### src/rtl/sky130_fd_io__hvc_pwrgood_seq.sv
// Power-good sequencer for an HVC IO power pad.
//
// Each rail-OK detector output is brought into the CLK domain through a
// 2-flop synchronizer and then debounced. A small FSM walks through
// OFF -> WAIT_IO -> WAIT_CORE -> SETTLE -> GOOD. It latches FAULT if a
// filtered rail drops while in SETTLE or GOOD.
//
// Parameters:
//   DEBOUNCE_CYC  consecutive disagreeing cycles needed to flip a filtered rail
//   SETTLE_CYC    cycles both rails must stay good before PWRGOOD asserts
//   CNT_W         width of the debounce and settle counters
//
// Ports:
//   CLK           sequencer clock
//   RESET_B       async active-low reset; deassertion is synchronized inside
//   EN            sequencing enable (CLK-synchronous)
//   VDDIO_OK_RAW  async HV rail detector output
//   VCCD_OK_RAW   async core rail detector output
//   CLR_FAULT     synchronous fault-clear pulse
//   PWRGOOD       registered, 1 only in GOOD
//   HLD_H_N       registered IO hold release, 1 only in GOOD
//   FAULT         registered, 1 only in FAULT
//   STATE         current state code

// Per-rail synchronizer plus debouncer.
module sky130_fd_io__hvc_pwrgood_seq_filt #(
  parameter int DEBOUNCE_CYC = 16,
  parameter int CNT_W        = 8
) (
  input  logic clk,
  input  logic rst_n,
  input  logic raw,
  output logic filt
);
  logic [1:0]       sync_q;
  logic [CNT_W-1:0] cnt_q, cnt_d;
  logic             filt_q, filt_d;

  // The counter stops at DEBOUNCE_CYC-1 and then either flips the filter or
  // clears, so it can never wrap.
  always_comb begin
    cnt_d  = cnt_q;
    filt_d = filt_q;
    if (sync_q[1] == filt_q) begin
      cnt_d = '0;
    end else if (cnt_q >= CNT_W'(DEBOUNCE_CYC - 1)) begin
      filt_d = sync_q[1];
      cnt_d  = '0;
    end else begin
      cnt_d = cnt_q + 1'b1;
    end
  end

  always_ff @(posedge clk or negedge rst_n) begin
    if (!rst_n) begin
      sync_q <= '0;
      cnt_q  <= '0;
      filt_q <= 1'b0;
    end else begin
      sync_q <= {sync_q[0], raw};
      cnt_q  <= cnt_d;
      filt_q <= filt_d;
    end
  end

  assign filt = filt_q;
endmodule

module sky130_fd_io__hvc_pwrgood_seq #(
  parameter int DEBOUNCE_CYC = 16,
  parameter int SETTLE_CYC   = 64,
  parameter int CNT_W        = 8
) (
  input  logic       CLK,
  input  logic       RESET_B,
  input  logic       EN,
  input  logic       VDDIO_OK_RAW,
  input  logic       VCCD_OK_RAW,
  input  logic       CLR_FAULT,
  output logic       PWRGOOD,
  output logic       HLD_H_N,
  output logic       FAULT,
  output logic [2:0] STATE
);
  typedef enum logic [2:0] {
    S_OFF       = 3'd0,
    S_WAIT_IO   = 3'd1,
    S_WAIT_CORE = 3'd2,
    S_SETTLE    = 3'd3,
    S_GOOD      = 3'd4,
    S_FAULT     = 3'd5
  } state_e;

  // Reset asserts asynchronously, releases two CLK edges after RESET_B rises.
  logic rst_meta_q, rst_sync_q, rst_n;
  always_ff @(posedge CLK or negedge RESET_B) begin
    if (!RESET_B) begin
      rst_meta_q <= 1'b0;
      rst_sync_q <= 1'b0;
    end else begin
      rst_meta_q <= 1'b1;
      rst_sync_q <= rst_meta_q;
    end
  end
  assign rst_n = rst_sync_q;

  // Bit 0 = VDDIO (io), bit 1 = VCCD (core).
  logic [1:0] raw, filt;
  assign raw = {VCCD_OK_RAW, VDDIO_OK_RAW};

  for (genvar g = 0; g < 2; g++) begin : g_rail
    sky130_fd_io__hvc_pwrgood_seq_filt #(
      .DEBOUNCE_CYC(DEBOUNCE_CYC),
      .CNT_W       (CNT_W)
    ) u_filt (
      .clk  (CLK),
      .rst_n(rst_n),
      .raw  (raw[g]),
      .filt (filt[g])
    );
  end

  logic io_f, core_f;
  assign io_f   = filt[0];
  assign core_f = filt[1];

  state_e           state_q, state_d;
  logic [CNT_W-1:0] settle_q, settle_d;
  logic             pg_q, pg_d;
  logic             flt_q, flt_d;

  always_comb begin
    state_d  = state_q;
    settle_d = settle_q;
    case (state_q)
      S_OFF:       if (EN) state_d = S_WAIT_IO;
      S_WAIT_IO: begin
        if (!EN)       state_d = S_OFF;
        else if (io_f) state_d = S_WAIT_CORE;
      end
      S_WAIT_CORE: begin
        // A lost IO rail wins over a simultaneous core-good: there is no
        // point settling with only one rail up.
        if (!EN)          state_d = S_OFF;
        else if (!io_f)   state_d = S_WAIT_IO;
        else if (core_f) begin
          state_d  = S_SETTLE;
          settle_d = '0;
        end
      end
      S_SETTLE: begin
        if (!EN)                   state_d = S_OFF;
        else if (!io_f || !core_f) state_d = S_FAULT;
        else if (settle_q == CNT_W'(SETTLE_CYC - 1)) state_d = S_GOOD;
        else if (settle_q != '1)   settle_d = settle_q + 1'b1;
      end
      S_GOOD: begin
        if (!EN)                   state_d = S_OFF;
        else if (!io_f || !core_f) state_d = S_FAULT;
      end
      // Sticky: only an explicit clear leaves FAULT, EN is ignored here.
      S_FAULT:     if (CLR_FAULT) state_d = S_OFF;
      default:     state_d = S_OFF;
    endcase
    // Outputs are decoded from the next state so they track STATE exactly.
    pg_d  = (state_d == S_GOOD);
    flt_d = (state_d == S_FAULT);
  end

  always_ff @(posedge CLK or negedge rst_n) begin
    if (!rst_n) begin
      state_q  <= S_OFF;
      settle_q <= '0;
      pg_q     <= 1'b0;
      flt_q    <= 1'b0;
    end else begin
      state_q  <= state_d;
      settle_q <= settle_d;
      pg_q     <= pg_d;
      flt_q    <= flt_d;
    end
  end

  assign STATE   = state_q;
  assign PWRGOOD = pg_q;
  assign HLD_H_N = pg_q;
  assign FAULT   = flt_q;
endmodule

### config.mk
export PLATFORM = sky130hd
export DESIGN_NAME = sky130_fd_io__hvc_pwrgood_seq
export DESIGN_NICKNAME = d
export VERILOG_FILES = /design/src/rtl/sky130_fd_io__hvc_pwrgood_seq.sv
export SDC_FILE = /design/constraint.sdc
export NUM_CORES = 1
export LEC_CHECK = 0
export ABC_CLOCK_PERIOD_IN_PS = 1400
export CAP_MARGIN = 10
export CORE_UTILIZATION = 55
export CTS_CLUSTER_DIAMETER = 50
export DETAILED_ROUTE_END_ITERATION = 16
export GPL_TIMING_DRIVEN = 0
export PLACE_DENSITY = 0.76
export SYNTH_ARGS = -nofsm -noshare
export SYNTH_HDL_FRONTEND = slang
export SYNTH_SLANG_ARGS = --single-unit
### constraint.sdc
create_clock -name CLK -period 1.4 [get_ports CLK]
set_clock_uncertainty 0.05 [all_clocks]
set_input_delay 0.28 -clock CLK [delete_from_list [all_inputs] [get_ports CLK]]
set_output_delay 0.28 -clock CLK [all_outputs]
set_load 0.05 [all_outputs]
==> out/metrics.cfg, run 1 <==
[worst_setup_path]
slowest_delay_ns=0.44
end_kind=flip-flop
cp_max_fo=6
cp-start-kind=flip-flop
cp.required_ns=1.62
cp_slowest_cell=dfrtp_1
cp_top_family=simple AND/OR/NAND/NOR gates
critical_path_class=flip-flop to flip-flop
critPathArrivalTime_ns=1.84
cp_cell_sequence=nand3_1 -> nor4b_4 -> buf_4 -> o31ai_1 -> a21oi_1
crit_buf_inv=1

[global_routing]
grt_usage_pct=21.6
grt_max_degree=25
grt_overflow=0
grt_pass1_wl_mm=5.06
antenna_found_initial=0
grt_pass1_vias=1177

[floorplanning]
core_area_um2=2730
rows=19
die-area_um2=3090
start_util_pct=57.7
die_w_um=55.6
num_io_pins=12
dieHeight_um=55.6

[pwr]
power.switching_mw=0.562
p_leak_nw=0.916
pwr-share-seq_pct=54.5
p_comb_share_pct=11.7
pwr-share-clk_pct=33.8
ir_worst_vdd_mv=0.961
p_sw_share_pct=25.7
p_total_mw=2.18
power.density_nw_per_um2=1080
p_int_mw=1.62

[sta]
setup_slack_ns=-0.221
slew_viol_final=0
slew_headroom_pct=64.4
worst_slew_pin_slew_ns=0.534
min_period_ns=1.62
fin_setup_tns_ns=-1.46
layout_worst_path_cycle_share_pct=116
rsz0062_at_grt=true
hold_viol=0
setup_viol=10
fmax_mhz=617

[layout]
fin_cells=206
final_nets=183
area_growth_pct=28.5
layout_common_cells=dfrtp_1 (31), nand3_1 (11), nor2_1 (11), buf_4 (11), conb_1 (9)
fin_area_um2=2030
post-route-util_pct=74.2
final_common_cell=dfrtp_1
diodes=0
drive_gt1_share_pct=30.3

[synth]
synth_edf_count=0
ys.flop_type=dfrtp_1
synth_warnings=0
synthArstFlopShare_pct=100
synth_seq_cells=37
synthDistinctLibCells=41
avgSynthCellArea_um2=11.3
synthesis.area_um2=1580
seq_area_frac_synth_pct=58.7
syn-instance-count=140

[cts]
htree_levels=2
cts.sinks=37
cts_buffers=5
cts_buffer_depth=2
cts_root_buf=clkbuf_4
cts_tree=built
clock_latency_ns=0.35
clk_pin_slew_ns=0.11
ctsHoldBuffers=0

[placed_design]
numPortBuffers=11
post_dp_cell_area_um2=1820
globalplace.congestion=0.859
hpwl_mm=1.82
placedCellCount=190

[routing]
vias=1164
via_per_inst=5.65
drt-initial-drc-count=35
wire_per_inst_um=14.4
first_pass_iters=4
ant_nets=0
drcViolationCount=0
drt_wl_total_mm=2.97

[hold_path]
hold_path_class=primary input to async pin

[status]
outcome=finished, violations left
violations=setup timing

[flow_run]
cap_violations=0

cell type report:
cell class              instances  area [um^2]
inverters                       7         26.3
clock inverters                 3         43.8
clock buffers                   5         37.5
repair buffers                 20          176
plain buffers                   3         30.0
fillers                       201          706
flip-flops and latches         37          933
well taps                      31         38.8
multi-input cells             100          742
cells in the mapped netlist (all sizes together) (3+ instances only):
library cell / instances / share of area, %
xor2: 6 / 3.3
nor2: 12 / 2.9
mux2: 3 / 2.1
and2: 3 / 1.2
ha: 3 / 2.4
nand3: 11 / 3.5
o22ai: 3 / 1.2
inv: 7 / 1.7
a21oi: 5 / 1.6
o21ai: 8 / 2.5
dfrtp: 37 / 59
nand2: 8 / 2.4
per-layer routing:
layer	GRT usage, %	part of all wire (%)	vias to the layer above
met2	35.1	48	38
met3	6.79	5.9	11
met5	0	0	-
li1	-	-	554
met4	11.1	3.7	0
met1	25.9	42	561
sequential cells by signal, summed over array words and instances (netlist names):
register and flops:
settle_q 8, g_rail.u_filt.cnt_q 16, rst_meta_q 1, FAULT 1
rst_n 1, g_rail.u_filt.sync_q 4, HLD_H_N 1, g_rail.u_filt.filt 2
STATE 3
timing repair:
| action | 4_1_cts | 5_1_grt |
|---|---|---|
| gates resized for setup | 39 | 16 |
| setup buffers | 0 | 8 |
| pin swaps | 0 | 7 |
| setup endpoints to repair | 17 | 21 |
metrics by stage:
stage	hold WS (ns)	setup slack [ns]
2_1_floorplan	-0.0656	-0.188
3_3_place_gp	0.284	-0.447
3_5_place_dp	0.184	-0.463
4_1_cts	0.0175	-0.198
5_1_grt	-0.0156	-0.302
6_report	0.0234	-0.221
cells by family after synthesis:
family / synth area share [%]
simple gates: 18.1
flops: 58.7
compound gates: 9.68
buf+inv: 2.85
xor+xnor: 4.44
fa+ha+maj: 3.01
mux: 2.78
other cells: 0.476
worst register-to-register path, stage by stage (launching register included):
cell,delay [ns]
dfrtp_1,0.44
nand3_1,0.18
nor4b_4,0.44
buf_4,0.21
o31ai_1,0.07
a21oi_1,0.15
power groups by stage:
stage	combinational, mW	sequential, mW	clock (mW)
floorplan	0.123	1.23	0
global placement	0.201	1.21	0
detailed placement	0.227	1.20	0
CTS	0.232	1.19	0.756
global route	0.282	1.20	0.803
finish	0.257	1.19	0.738
path summary, 6_finish.rpt:
check / from / end / slack (ns) / cells after the start
max: settle_q[3]$_DFFE_PN0P_ / settle_q[4]$_DFFE_PN0P_ / -0.22 / 5
min: RESET_B / rst_n$_DFF_PN0_ / 0.02 / 1
max reg2reg: settle_q[3]$_DFFE_PN0P_ / settle_q[4]$_DFFE_PN0P_ / -0.22 / 5
min reg2reg: rst_n$_DFF_PN0_ / g_rail[1].u_filt.sync_q[0]$_DFF_PN0_ / 0.17 / 0
max in group asynchronous: rst_n$_DFF_PN0_ / settle_q[2]$_DFFE_PN0P_ / 0.61 / 1
min in group CLK: VDDIO_OK_RAW / g_rail[0].u_filt.sync_q[0]$_DFF_PN0_ / 0.31 / 1
Note: power is estimated with default switching activity, not from simulation.
==> run 2: changes to the inputs <==
--- a/config.mk
+++ b/config.mk
@@ -9,9 +9,11 @@
 export CAP_MARGIN = 10
 export CORE_UTILIZATION = 55
 export CTS_CLUSTER_DIAMETER = 50
+export CTS_CLUSTER_SIZE = 16
 export DETAILED_ROUTE_END_ITERATION = 16
 export GPL_TIMING_DRIVEN = 0
 export PLACE_DENSITY = 0.76
+export SETUP_SLACK_MARGIN = 0.5
 export SYNTH_ARGS = -nofsm -noshare
 export SYNTH_HDL_FRONTEND = slang
 export SYNTH_SLANG_ARGS = --single-unit
==> out/metrics.cfg, run 2 (synthesis results as in run 1) <==
[placed_design]
globalplace.congestion=0.773  ; was 0.859
placedCellCount=189  ; was 190
numPortBuffers=11  ; unchanged
hpwl_mm=1.96  ; was 1.82 mm

[worst_setup_path]
cp-start-kind=primary input  ; was flip-flop
cp_cell_sequence=clkdlybuf4s50_1 -> and3b_4 -> buf_6 -> nand4b_1 -> or3_1 -> a21oi_2  ; was nand3_1 -> nor4b_4 -> buf_4 -> o31ai_1 -> a21oi_1
cp_max_fo=6  ; unchanged
r2r_end=settle_q[5]$_DFFE_PN0P_  ; was settle_q[4]$_DFFE_PN0P_
crit_path_start=EN  ; was settle_q[3]$_DFFE_PN0P_
end_kind=flip-flop  ; unchanged
regToRegStartpoint=STATE[2]$_DFF_PN0_  ; was settle_q[3]$_DFFE_PN0P_
endpoint=settle_q[5]$_DFFE_PN0P_  ; was settle_q[4]$_DFFE_PN0P_
rr_worst_depth=5  ; unchanged
r2r_slack_ns=-0.31  ; was -0.22 ns
cp_slowest_cell=clkdlybuf4s50_1  ; was dfrtp_1
slowest_delay_ns=0.61  ; was 0.44 ns
critical_path_class=primary input to flip-flop  ; was flip-flop to flip-flop
cp.required_ns=1.65  ; was 1.62 ns
critPathArrivalTime_ns=1.98  ; was 1.84 ns

[routing]
wire_per_inst_um=22.8  ; was 14.4 um
drcViolationCount=0  ; unchanged
first_pass_iters=4  ; unchanged
drt_wl_total_mm=5.23  ; was 2.97 mm
via_per_inst=6.18  ; was 5.65
vias=1415  ; was 1164
drt-initial-drc-count=123  ; was 35
ant_nets=0  ; unchanged

[layout]
largest_register=g_rail.u_filt.cnt_q  ; unchanged
area_growth_pct=54.6  ; was 28.5%
fin_cells=229  ; was 206
largest_reg_flops=16  ; unchanged
post-route-util_pct=89.2  ; was 74.2%
diodes=0  ; unchanged
final_common_cell=buf_4  ; was dfrtp_1
fillCellCount=119  ; was 201
layout_common_cells=buf_4 (25), dfrtp_1 (24), dfrtp_2 (12), conb_1 (9)  ; was dfrtp_1 (31), nand3_1 (11), nor2_1 (11), buf_4 (11), conb_1 (9)
final_nets=206  ; was 183
largestRegisters=g_rail.u_filt.cnt_q x16, settle_q x8, g_rail.u_filt.sync_q x4  ; unchanged
drive_gt1_share_pct=55.1  ; was 30.3%

[sta]
fin_setup_tns_ns=-2.36  ; was -1.46 ns
min_period_ns=1.73  ; was 1.62 ns
fmax_mhz=577  ; was 617 MHz
hold_viol=0  ; unchanged
setup_viol=14  ; was 10
slew_viol_final=0  ; unchanged
setup_slack_ns=-0.332  ; was -0.221 ns
rsz0062_at_grt=true  ; unchanged
layout_worst_path_cycle_share_pct=124  ; was 116%

[cts]
cts_buffer_depth=2  ; unchanged
cts_root_buf=clkbuf_4  ; unchanged
cts_buffers=5  ; unchanged
cts.sinks=37  ; unchanged
clock_latency_ns=0.35  ; about the same
cts_tree=built  ; unchanged
clk_pin_slew_ns=0.12  ; was 0.11 ns
htree_levels=2  ; unchanged

[pwr]
pwr-share-clk_pct=25.7  ; was 33.8%
pwr-share-seq_pct=55.4  ; was 54.5%
p_comb_share_pct=18.8  ; was 11.7%
power.density_nw_per_um2=898  ; was 1080 nW/um^2
ir_worst_vdd_mv=1.10  ; was 0.961 mV
p_int_mw=1.53  ; was 1.62 mW
p_sw_share_pct=30.2  ; was 25.7%
p_leak_nw=1.05  ; was 0.916 nW
power.switching_mw=0.660  ; was 0.562 mW

[hold_path]
hold_path_class=primary input to async pin  ; unchanged

[global_routing]
grt_pass1_vias=1297  ; was 1177
grt_max_degree=36  ; was 25
grt_overflow=0  ; unchanged
grt_usage_pct=26.4  ; was 21.6%
antenna_found_initial=0  ; unchanged
grt_pass1_wl_mm=6.11  ; was 5.06 mm

[floorplanning]
start_util_pct=57.7  ; unchanged
rows=19  ; unchanged
core_area_um2=2730  ; unchanged
die_w_um=55.6  ; unchanged
die-area_um2=3090  ; unchanged
dieHeight_um=55.6  ; unchanged
num_io_pins=12  ; unchanged

[flow_run]
cap_violations=0  ; unchanged

[status]
outcome=finished, violations left  ; unchanged
violations=setup timing  ; unchanged

-- run 2: final cells by class --
type | instances | area [um^2] | share of cell area (%)
buffer | 3 | 36.3 | 1.49
clock buffer | 6 | 41.3 | 1.69
clock inverter | 2 | 10.0 | 0.410
inverter | 7 | 26.3 | 1.08
multi-input combinational | 100 | 917 | 37.6
sequential | 37 | 945 | 38.7
tap | 31 | 38.8 | 1.59
timing repair buffer | 43 | 424 | 17.4
-- run 2: layer usage --
| layer | GRT usage (%) | part of all wire [%] |
|---|---|---|
| met5 | 0 | 0 |
| met2 | 45.6 | 52 |
| met3 | 6.09 | 6.5 |
| met4 | 11.4 | 5.8 |
| met1 | 31.4 | 36 |
-- run 2: how the worst min path moves through the flow --
| stage | to | depth (start not counted) | from | slack [ns] |
|---|---|---|---|---|
| floorplan | rst_meta_q$_DFF_PN0_ | 0 | RESET_B | -0.07 |
| global placement | g_rail[0].u_filt.sync_q[1]$_DFF_PN0_ | 0 | g_rail[0].u_filt.sync_q[0]$_DFF_PN0_ | 0.28 |
| detailed placement | g_rail[1].u_filt.sync_q[1]$_DFF_PN0_ | 0 | g_rail[1].u_filt.sync_q[0]$_DFF_PN0_ | 0.29 |
| CTS | rst_meta_q$_DFF_PN0_ | 1 | RESET_B | 0.03 |
| global route | rst_n$_DFF_PN0_ | 1 | RESET_B | 0.03 |
| finish | rst_meta_q$_DFF_PN0_ | 1 | RESET_B | 0.04 |
-- run 2: power by group through the flow --
stage / sequential (mW) / combinational, mW / clock (mW)
after floorplan: 1.23 / 0.127 / 0
after global placement: 1.21 / 0.203 / 0
after detailed placement: 1.22 / 0.212 / 0
after CTS: 1.21 / 0.264 / 0.549
after global routing: 1.22 / 0.427 / 0.606
final: 1.21 / 0.413 / 0.563
-- run 2: critical path: cells and delay by family --
kind	cells	cell delay (ns)
compound gates	1	0.14
buf+inv	2	0.73
simple gates	3	0.82
-- run 2: what timing repair did --
item                                    4_1_cts  5_1_grt
pin swaps                                    19       14
resized for setup                            76       29
hold buffers                                  0        0
buffers inserted                             17       15
endpoints found under the setup margin       34       29
-- run 2: through the flow --
step | power [mW] | instance area [um^2] | setup slack [ns] | hold WS (ns)
after global placement | 1.41 | 1840 | -0.431 | 0.281
final | 2.19 | 2440 | -0.332 | 0.0366
after global routing | 2.25 | 2440 | -0.299 | 0.0317
after detailed placement | 1.43 | 1840 | -0.463 | 0.288
after floorplan | 1.36 | 1690 | -0.188 | -0.0656
after CTS | 2.02 | 2160 | -0.162 | 0.0309
==> run 3: changes to the inputs <==
--- a/config.mk
+++ b/config.mk
@@ -5,8 +5,9 @@
 export SDC_FILE = /design/constraint.sdc
 export NUM_CORES = 1
 export LEC_CHECK = 0
-export ABC_CLOCK_PERIOD_IN_PS = 1400
+export ABC_CLOCK_PERIOD_IN_PS = 2100
 export CAP_MARGIN = 10
+export CORE_MARGIN = 4
 export CORE_UTILIZATION = 55
 export CTS_CLUSTER_DIAMETER = 50
 export CTS_CLUSTER_SIZE = 16
==> constraint.sdc (replaced) <==
create_clock -name CLK -period 2.1 [get_ports CLK]
set_clock_uncertainty 0.05 [all_clocks]
set_input_delay 0.42 -clock CLK [delete_from_list [all_inputs] [get_ports CLK]]
set_output_delay 0.42 -clock CLK [all_outputs]
set_load 0.05 [all_outputs]
==> out/metrics.cfg, run 3 (synthesis results as in run 1) <==
[status]
outcome=complete, no violations  ; was finished, violations left

[layout]
diodes=0  ; unchanged
final_nets=185  ; was 206
final_common_cell=dfrtp_1  ; was buf_4
largest_register=g_rail.u_filt.cnt_q  ; unchanged
largestRegisters=g_rail.u_filt.cnt_q x16, settle_q x8, g_rail.u_filt.sync_q x4  ; unchanged
fin_area_um2=2030  ; was 2440 um^2
drive_gt1_share_pct=28.4  ; was 55.1%
ff_latch_area_um2=933  ; was 945 um^2
fillCellCount=185  ; was 119
area_growth_pct=28.5  ; was 54.6%
layout_common_cells=dfrtp_1 (31), nor2_1 (12), nand3_1 (11), buf_4 (10), conb_1 (9)  ; was buf_4 (25), dfrtp_1 (24), dfrtp_2 (12), conb_1 (9)
multi_input_area_um2=736  ; was 917 um^2
largest_reg_flops=16  ; unchanged

[global_routing]
grt_usage_pct=17.2  ; was 26.4%
grt_max_degree=25  ; was 36
grt_pass1_vias=1108  ; was 1297
grt_overflow=0  ; unchanged
grt_pass1_wl_mm=4.72  ; was 6.11 mm
antenna_found_initial=0  ; unchanged

[sta]
min_period_ns=1.62
hold_slack_ns=0.174  ; was 0.0366 ns
setup_slack_ns=0.483  ; was -0.332 ns
slew_viol_final=0  ; unchanged
rsz0062_at_grt=true  ; unchanged
layout_worst_path_cycle_share_pct=77.0
worst_slew_pin_slew_ns=0.535
fin_setup_tns_ns=0  ; was -2.36 ns
fmax_mhz=618
setup_viol=0  ; was 14
hold_viol=0  ; unchanged
slew_headroom_pct=64.3

[floorplanning]
rows=19  ; unchanged
start_util_pct=57.2  ; was 57.7%
num_io_pins=12  ; unchanged
core_area_um2=2760  ; was 2730 um^2
die-area_um2=3790  ; was 3090 um^2
die_w_um=61.6  ; was 55.6 um
dieHeight_um=61.6  ; was 55.6 um

[worst_setup_path]
crit_buf_inv=0  ; was 2
cp_max_fo=6  ; unchanged
end_kind=flip-flop  ; unchanged
critical_path_class=flip-flop to flip-flop  ; was primary input to flip-flop
cp.required_ns=2.33  ; was 1.65 ns
cp-start-kind=flip-flop  ; was primary input
critPathArrivalTime_ns=1.84  ; was 1.98 ns
r2r_slack_ns=0.48  ; was -0.31 ns
cp_cell_sequence=and3b_4 -> nand2_8 -> or4_4 -> a21oi_2  ; was clkdlybuf4s50_1 -> and3b_4 -> buf_6 -> nand4b_1 -> or3_1 -> a21oi_2
rr_worst_depth=4  ; was 5
cp_slowest_cell=or4_4  ; was clkdlybuf4s50_1
crit_path_start=STATE[2]$_DFF_PN0_  ; was EN
regToRegStartpoint=STATE[2]$_DFF_PN0_  ; unchanged
r2r_end=settle_q[4]$_DFFE_PN0P_  ; was settle_q[5]$_DFFE_PN0P_
slowest_delay_ns=0.48  ; was 0.61 ns
cp_top_family=simple AND/OR/NAND/NOR gates  ; unchanged

[pwr]
p_total_mw=1.42  ; was 2.19 mW
p_leak_nw=0.905  ; was 1.05 nW
ir_worst_vdd_mv=0.754  ; was 1.10 mV
power.density_nw_per_um2=701  ; was 898 nW/um^2

[cts]
htree_levels=2  ; unchanged
cts.sinks=37  ; unchanged
clk_pin_slew_ns=0.11  ; was 0.12 ns
cts_tree=built  ; unchanged
cts_root_buf=clkbuf_4  ; unchanged
ctsHoldBuffers=0  ; unchanged
cts_buffer_depth=2  ; unchanged
clock_latency_ns=0.34  ; was 0.35 ns
cts_buffers=5  ; unchanged

[placed_design]
hpwl_mm=1.96  ; about the same
globalplace.congestion=0.799  ; was 0.773
post_dp_cell_area_um2=1790  ; was 1840 um^2
numPortBuffers=11  ; unchanged
preCtsSetupSlack_ns=0.0543  ; was -0.463 ns

[routing]
vias=1169  ; was 1415
via_per_inst=5.65  ; was 6.18
first_pass_iters=4  ; unchanged
ant_nets=0  ; unchanged
drt-initial-drc-count=52  ; was 123
drt_wl_total_mm=3.06  ; was 5.23 mm
wire_per_inst_um=14.8  ; was 22.8 um
drcViolationCount=0  ; unchanged

[hold_path]
hold_path_class=flip-flop to async pin  ; was primary input to async pin

[flow_run]
cap_violations=0  ; unchanged

==> run 3: where the power goes <==
part / leakage [nW] / internal [mW] / switching, mW
Combinational: 0.399 / 0.0697 / 0.0904
Sequential: 0.465 / 0.749 / 0.0447
Clock: 0.0410 / 0.242 / 0.225
==> run 3: worst reg2reg max path: stages, from the launching register on <==
cell     delay (ns)
dfrtp_2        0.43
and3b_4        0.37
nand2_8        0.08
or4_4          0.49
a21oi_2        0.15
==> run 3: layer usage <==
layer | vias to the layer above | GRT usage [%] | part of all wire [%]
met3 | 4 | 7.34 | 5.6
met1 | 583 | 20.9 | 43
met5 | - | 0 | 0
met2 | 25 | 26.9 | 50
met4 | 0 | 7.27 | 1.5
li1 | 557 | - | -
==> run 3: through the flow <==
step	utilization [%]	instances
CTS	67.8	197
floorplan	-	147
global placement	63.7	189
finish	73.5	207
global route	73.5	207
detailed placement	64.7	190
==> run 3: final cells by class <==
type	count	share of cell area, %
clock inverters	2	1.73
well taps	31	1.91
repair buffers	22	9.93
flip-flops and latches	37	46.0
multi-input cells	100	36.3
clock buffers	5	1.85
plain buffers	3	0.987
inverters	7	1.30
==> run 3: how the worst max path moves through the flow <==
stage | endpoint | slack, ns | cells past startpoint
6_report | settle_q[4]$_DFFE_PN0P_ | 0.48 | 4
5_1_grt | settle_q[4]$_DFFE_PN0P_ | 0.43 | 4
4_1_cts | STATE[1] | 0.44 | 1
3_5_place_dp | settle_q[4]$_DFFE_PN0P_ | 0.05 | 5
3_3_place_gp | settle_q[4]$_DFFE_PN0P_ | 0.13 | 5
2_1_floorplan | settle_q[4]$_DFFE_PN0P_ | 0.51 | 4
==> run 3: repair_timing <==
action,in CTS,in global routing
endpoints found under the hold margin,0,0
gates resized for setup,29,21
endpoints found under the setup margin,15,11
pin swaps,0,6
gates cloned,0,0
buffers inserted,0,10
